==> config.mk <==
export PLATFORM = sky130hd
export DESIGN_NAME = led_mem_arbiter
export DESIGN_NICKNAME = d
export VERILOG_FILES = /design/src/rtl/led_mem_pkg.sv /design/src/rtl/led_mem_arbiter_req_slot.sv /design/src/rtl/led_mem_arbiter.sv
export SDC_FILE = /design/constraint.sdc
export NUM_CORES = 1
export LEC_CHECK = 0
export CAP_MARGIN = 20
export CORE_MARGIN = 3
export CORE_UTILIZATION = 45
export CTS_BUF_LIST = sky130_fd_sc_hd__clkbuf_16
export DETAILED_ROUTE_END_ITERATION = 10
export PLACE_DENSITY_LB_ADDON = 0.12
export SLEW_MARGIN = 20
export SYNTH_ARGS = -nofsm -noshare
export SYNTH_HDL_FRONTEND = slang
export SYNTH_HIERARCHICAL = 1
export SYNTH_SLANG_ARGS = --single-unit
==> constraint.sdc <==
create_clock -name in_clk -period 1.5 [get_ports in_clk]
set_input_delay 0.3 -clock in_clk [delete_from_list [all_inputs] [get_ports in_clk]]
set_output_delay 0.3 -clock in_clk [all_outputs]
set_load 0.1 [all_outputs]
==> src/rtl/led_mem_pkg.sv <==
// Shared types and default sizes for the LED state register arbiter.
// Contents:
//   uart_op_t  - operation field (bits [7:6]) of a UART command byte
//   wr_src_t   - which requester performed the most recent register commit
//   defaults for the register width, the key-owned bit and the command width
package led_mem_pkg;

  localparam int LED_W_DEF   = 6;
  localparam int KEY_BIT_DEF = 5;
  localparam int UART_W      = 8;

  typedef enum logic [1:0] {OP_LOAD, OP_SET, OP_CLR, OP_TOG} uart_op_t;
  typedef enum logic [1:0] {SRC_NONE, SRC_UART, SRC_KEY} wr_src_t;

endpackage

==> src/rtl/led_mem_arbiter_req_slot.sv <==
// req_slot: a single-entry pending-request holder for one requester.
// A strobe loads the payload and marks the slot valid. A grant empties the
// slot at the same edge unless a fresh strobe arrives in that cycle. In that
// case the granted (old) payload has already been consumed, so the new one
// simply takes its place.
// Ports:
//   in_clk, in_rst  clock and synchronous active-high reset
//   in_strobe       one-cycle request strobe, in_data valid
//   in_data         request payload (W bits)
//   in_grant        arbiter is committing this slot's payload this cycle
//   out_valid       slot holds a pending request
//   out_data        pending payload
//   out_ovf_evt     this cycle's strobe overwrites an uncommitted payload
module req_slot #(
  parameter int W = 8
) (
  input  logic         in_clk,
  input  logic         in_rst,
  input  logic         in_strobe,
  input  logic [W-1:0] in_data,
  input  logic         in_grant,
  output logic         out_valid,
  output logic [W-1:0] out_data,
  output logic         out_ovf_evt
);

  logic         valid_q, valid_d;
  logic [W-1:0] data_q, data_d;

  // Losing a payload only counts when it was never committed: a strobe in the
  // grant cycle replaces a payload that is being written out at this edge.
  assign out_ovf_evt = in_strobe & valid_q & ~in_grant;

  always_comb begin
    // NOTE: every always_comb output is given a default first so that no path
    // leaves it unassigned, which would otherwise infer a latch.
    valid_d = valid_q;
    data_d  = data_q;
    if (in_grant) valid_d = 1'b0;
    // Newest request wins, and it also wins over the grant's clear.
    if (in_strobe) begin
      valid_d = 1'b1;
      data_d  = in_data;
    end
  end

  always_ff @(posedge in_clk) begin
    // NOTE: state registers use non-blocking assignments so every flop samples
    // pre-edge values regardless of statement order.
    if (in_rst) begin
      valid_q <= 1'b0;
      // NOTE: the payload is reset too even though valid gates it; this keeps X
      // out of the decode logic that reads it.
      data_q  <= '0;
    end else begin
      valid_q <= valid_d;
      data_q  <= data_d;
    end
  end

  assign out_valid = valid_q;
  assign out_data  = data_q;

endmodule

==> src/rtl/led_mem_arbiter.sv <==
// led_mem_arbiter: owner of the LED state register.
// The UART path (command bytes) and the key driver (single-bit updates) each
// get one pending slot. A round-robin arbiter commits at most one request per
// cycle into the register.
// Ports:
//   in_clk, in_rst     clock and synchronous active-high reset
//   in_uart/_en        UART command byte and its one-cycle strobe
//   in_key/_en         new value for bit KEY_BIT and its one-cycle strobe
//   out_mem            LED state register
//   out_wr_src         source of the last commit (00 none, 01 UART, 10 key)
//   out_uart_ack       one-cycle pulse after a UART commit
//   out_key_ack        one-cycle pulse after a key commit
//   out_ovf            sticky: a pending request was overwritten uncommitted
module led_mem_arbiter
  import led_mem_pkg::*;
#(
  parameter int               LED_W   = LED_W_DEF,
  parameter int               KEY_BIT = KEY_BIT_DEF,
  parameter logic [LED_W-1:0] RST_VAL = '0
) (
  input  logic              in_clk,
  input  logic              in_rst,
  input  logic [UART_W-1:0] in_uart,
  input  logic              in_uart_en,
  input  logic              in_key,
  input  logic              in_key_en,
  output logic [LED_W-1:0]  out_mem,
  output logic [1:0]        out_wr_src,
  output logic              out_uart_ack,
  output logic              out_key_ack,
  output logic              out_ovf
);

  logic              uart_valid, key_valid;
  logic [UART_W-1:0] uart_data;
  logic [0:0]        key_data;
  logic              uart_ovf_evt, key_ovf_evt;
  logic              grant_uart, grant_key;
  uart_op_t          uart_op;
  logic [LED_W-1:0]  uart_arg;

  logic [LED_W-1:0]  mem_q, mem_d;
  wr_src_t           wr_src_q, wr_src_d;
  wr_src_t           last_grant_q, last_grant_d;
  logic              uart_ack_q, uart_ack_d;
  logic              key_ack_q, key_ack_d;
  logic              ovf_q, ovf_d;

  req_slot #(.W(UART_W)) u_uart_slot (
    .in_clk     (in_clk),
    .in_rst     (in_rst),
    .in_strobe  (in_uart_en),
    .in_data    (in_uart),
    .in_grant   (grant_uart),
    .out_valid  (uart_valid),
    .out_data   (uart_data),
    .out_ovf_evt(uart_ovf_evt)
  );

  req_slot #(.W(1)) u_key_slot (
    .in_clk     (in_clk),
    .in_rst     (in_rst),
    .in_strobe  (in_key_en),
    .in_data    (in_key),
    .in_grant   (grant_key),
    .out_valid  (key_valid),
    .out_data   (key_data),
    .out_ovf_evt(key_ovf_evt)
  );

  // A lone request always wins; on a tie the source not served last goes.
  // last_grant resets to SRC_KEY so UART wins the first tie.
  assign grant_uart = uart_valid & (~key_valid | (last_grant_q == SRC_KEY));
  assign grant_key  = key_valid  & (~uart_valid | (last_grant_q == SRC_UART));

  assign uart_op  = uart_op_t'(uart_data[7:6]);
  assign uart_arg = LED_W'(uart_data[5:0]);

  always_comb begin
    mem_d        = mem_q;
    wr_src_d     = wr_src_q;
    last_grant_d = last_grant_q;
    uart_ack_d   = 1'b0;
    key_ack_d    = 1'b0;
    ovf_d        = ovf_q | uart_ovf_evt | key_ovf_evt;

    if (grant_uart) begin
      unique case (uart_op)
        OP_LOAD: mem_d = uart_arg;
        OP_SET:  mem_d = mem_q | uart_arg;
        OP_CLR:  mem_d = mem_q & ~uart_arg;
        OP_TOG:  mem_d = mem_q ^ uart_arg;
        default: mem_d = mem_q;
      endcase
      wr_src_d     = SRC_UART;
      last_grant_d = SRC_UART;
      uart_ack_d   = 1'b1;
    end else if (grant_key) begin
      mem_d[KEY_BIT] = key_data[0];
      wr_src_d       = SRC_KEY;
      last_grant_d   = SRC_KEY;
      key_ack_d      = 1'b1;
    end
  end

  // Reset has priority, so a grant computed in a reset cycle never commits.
  always_ff @(posedge in_clk) begin
    if (in_rst) begin
      mem_q        <= RST_VAL;
      wr_src_q     <= SRC_NONE;
      last_grant_q <= SRC_KEY;
      uart_ack_q   <= 1'b0;
      key_ack_q    <= 1'b0;
      ovf_q        <= 1'b0;
    end else begin
      mem_q        <= mem_d;
      wr_src_q     <= wr_src_d;
      last_grant_q <= last_grant_d;
      uart_ack_q   <= uart_ack_d;
      key_ack_q    <= key_ack_d;
      ovf_q        <= ovf_d;
    end
  end

  assign out_mem      = mem_q;
  assign out_wr_src   = wr_src_q;
  assign out_uart_ack = uart_ack_q;
  assign out_key_ack  = key_ack_q;
  assign out_ovf      = ovf_q;

endmodule

==> results.txt <==
----------------------------------------------------
[Outcome]
  Status ... completed

[Global routing]
  GRT met2 Usage ... 0.2792
  Overall global routing resource usage ... 0.1674
  Total congestion overflow ... 0
  Met3 routing resource usage after global routing ... 0.03728
  Wire length of the first global-routing pass ... 4374 um
  Antenna violations before repair ... 0
  Largest net degree at the start of global routing ... 15
  Busiest metal layer after global routing ... met2
  Met1 usage ... 0.2025
  Via count of the first global-routing pass ... 986

[Placement]
  Weighted congestion reported at the end of routability-driven placement ... 0.7707
  Standard cell area after detailed placement ... 1692 sq um
  PortBufs ... 23
  Final HPWL from detailed placement ... 2059 um

[Setup path]
  Critical path data required time ... 1.63 ns
  Critical path fanouts, max ... 2
  R2R Setup Slk ... 0.06 ns
  Longest individual stage delay on the worst path ... 0.45 ns
  Crit-path slowest cell ... sky130_fd_sc_hd__mux4_2
  Cells along the critical path ... inv_2, ha_4, mux4_2, a22oi_1, o22ai_1
  Signal arrival time at the worst endpoint ... 1.58 ns
  Stages on the worst setup path ... 5
  Kind of end point of the critical path ... register
  Type of element launching the critical path ... register
  Crit-path leading delay family ... multiplexers
  CP Buf/Inv Count ... 1
  Classification of the worst setup path ... register to register
  Worst Reg2Reg Path Length in Cells ... 5

[Drt]
  Final routed DRC violation total ... 0
  Drt wl/cell ... 14.41 um
  Post-detailed-route count of antenna-violating nets ... 0
  Post-Route WL ... 2796 um
  Drt initial violations ... 34
  First-pass detailed-route iteration total ... 4
  Vias ... 979
  Post-detailed-route via-to-cell ratio ... 5.046

[Logic synthesis]
  Largest area contributor in the synthesized netlist ... sky130_fd_sc_hd__dfxtp_1
  Post-synth EDFFs ... 0
  Most used flip-flop cell after synthesis ... sky130_fd_sc_hd__dfxtp_1
  Average size of a mapped cell ... 9.970 sq um
  Mapped Cells ... 126
  Cell variety after synth ... 22
  Area share of the leading cell type in the synthesized netlist ... 0.3665
  Register bit count reported by yosys ... 23
  Synth warn ... 6
  Synth Cell Area ... 1256 sq um
  Leading cell types by total area after synthesis ... sky130_fd_sc_hd__dfxtp_1 37%, sky130_fd_sc_hd__ha_1 12%, sky130_fd_sc_hd__mux2i_1 11%, sky130_fd_sc_hd__mux4_1 10%, sky130_fd_sc_hd__inv_1 6.9%
  Share of synthesized registers carrying an async set or reset ... 0
  Sequential-to-total area share from yosys stat ... 0.3665
  Syn nets ... 151

[Layout]
  Diodes inserted ... 0
  Combined area of the multi-input logic cells ... 683.2 sq um
  Design area ... 1849 sq um
  Area added between synthesis and finish ... 47.21%
  Layout net count ... 190
  Area taken by flip-flops and latches ... 491.7 sq um
  Fin util ... 0.7203
  Fill cell instance count of the final layout ... 200
  Fraction of layout instances using a drive strength above 1 ... 0.3963

[STA]
  Final Cycle Share ... 0.9621
  Worst clock skew ... 0.001447 ns
  Count of endpoints failing hold in the final timing report ... 0
  Final max-slew violation count ... 0
  Slew at the pin closest to its max-slew limit ... 0.2388 ns
  Maximum achievable frequency ... 0.6929 GHz
  Setup total negative slack ... 0 ns
  Total of endpoints with negative setup slack in the final report ... 0
  Fin Hold WS ... 0.5110 ns
  Fin crit period ... 1.443 ns
  Headroom to the max-slew limit ... 0.8406
  Unrepaired setup endpoints after global routing ... yes

[Power]
  Worst IR drop on VDD ... 837.7 uV
  Power per cell area ... 921.6 nW/um^2
  Standby leakage power ... 0.8296 nW
  Pwr Total ... 1.704 mW

[Clock tree]
  CTS H-tree depth ... 1
  Worst-case clock buffer depth ... 2
  Clock buffer count from CTS ... 3
  Clock Sinks ... 23
  Root buffer cell ... sky130_fd_sc_hd__clkbuf_16
  CTS tree ... done
  Worst-skew pair later-pin latency ... 0.25 ns
  CTS clock-pin slew for the worst setup and hold paths ... 0.06 ns
  CTS Hold Bufs ... 0

[Floorplanning]
  I/O pin total ... 24
  Die H ... 58.84 um
  Placeable core region ... 2567 sq um
  Total number of placement rows ... 18
  Starting Density ... 0.4893
  Die width ... 58.84 um
  Total die area ... 3462 sq um

[Worst hold path]
  Depth of the worst hold-timing path ... 2
  Worst min-delay path category ... register to register

[Run]
  Max_cap viols ... 0

----------------------------------------------------
[flip-flops by register name, summed over array words and instances (netlist names)]
name	count
out_mem	6
out_key_ack	1
out_wr_src	1
u_uart_slot/out_data	8
out_uart_ack	1
last_grant_q	2
out_ovf	1
u_key_slot/out_data	1
u_uart_slot/out_valid	1
u_key_slot/out_valid	1
[kinds of logic after synthesis]
kind of cell             synth area share
AO/OA/AOI/OAI                     0.03487
multiplexers                       0.2341
flip-flops                         0.3665
buffers and inverters              0.1076
adder cells (fa/ha/maj)            0.1195
AND/OR/NAND/NOR                    0.1374
[cells in the final DEF, fill, tap and decap left out, types with 7 or more instances in the layout]
cell type | synthesis | routed
sky130_fd_sc_hd__dfxtp_2 | 0 | 7
sky130_fd_sc_hd__inv_1 | 23 | 14
sky130_fd_sc_hd__buf_12 | 0 | 11
sky130_fd_sc_hd__dfxtp_1 | 23 | 10
sky130_fd_sc_hd__buf_4 | 1 | 17
sky130_fd_sc_hd__inv_2 | 0 | 8
sky130_fd_sc_hd__nor2_1 | 20 | 20
sky130_fd_sc_hd__clkdlybuf4s50_1 | 0 | 12
sky130_fd_sc_hd__ha_1 | 12 | 9
sky130_fd_sc_hd__mux2i_1 | 14 | 14
[synthesized netlist by cell type, types with 2 or more instances]
library cell / count
sky130_fd_sc_hd__mux2i_1: 14
sky130_fd_sc_hd__buf_6: 3
sky130_fd_sc_hd__o21ai_0: 2
sky130_fd_sc_hd__nand4_1: 2
sky130_fd_sc_hd__dfxtp_1: 23
sky130_fd_sc_hd__nand2b_1: 3
sky130_fd_sc_hd__nor3_1: 3
sky130_fd_sc_hd__inv_1: 23
sky130_fd_sc_hd__nor2_1: 20
sky130_fd_sc_hd__a21oi_1: 4
sky130_fd_sc_hd__ha_1: 12
sky130_fd_sc_hd__nor2b_1: 2
sky130_fd_sc_hd__mux4_1: 5
sky130_fd_sc_hd__clkbuf_1: 2
[metrics by stage]
stage / std cells / setup WS (ns)
final: 194 / 0.05688
after global routing: 194 / -0.009704
after CTS: 189 / 0.004109
after detailed placement: 185 / 0.01814
after global placement: 185 / 0.05232
after floorplan: 126 / -0.1422
[cell type report]
type | count | share of cell area
clock inverter | 1 | 0.002706
sequential | 23 | 0.2659
inverter | 23 | 0.04804
clock buffer | 3 | 0.04060
timing repair buffer | 40 | 0.2530
multi-input combinational | 74 | 0.3694
tap | 30 | 0.02030
[tightest hold or removal path: cells and delay by family, from the launching register on]
family,cells,cell delay (ns)
flops,1,0.34
simple gates,1,0.07
mux,1,0.06
[final timing paths]
path                                             start                                    to
hold / removal    u_uart_slot/out_data[1]$_SDFFE_PP0P_  u_uart_slot/out_data[1]$_SDFFE_PP0P_
setup reg to reg  u_uart_slot/out_data[5]$_SDFFE_PP0P_               out_mem[5]$_SDFFE_PP0P_
hold reg to reg   u_uart_slot/out_data[1]$_SDFFE_PP0P_  u_uart_slot/out_data[1]$_SDFFE_PP0P_
setup / recovery  u_uart_slot/out_data[5]$_SDFFE_PP0P_               out_mem[5]$_SDFFE_PP0P_
[power breakdown]
part	total [mW]	leakage [nW]	internal [mW]	switching [mW]
Combinational	0.437	0.592	0.204	0.233
Sequential	0.688	0.196	0.644	0.0434
Clock	0.580	0.0409	0.359	0.221
[timing repair]
item,CTS,global route
pin swaps,0,3
gates resized for setup,1,13
hold endpoints to repair,0,0
endpoints found under the setup margin,1,6
buffers inserted,0,5
[metal layers]
metal,wire length [um],up-vias
li1,-,490
met1,1226,460
met2,1393,23
met3,119,6
met4,56,0
met5,0,-
No activity file was read; power rests on OpenSTA's default activity.
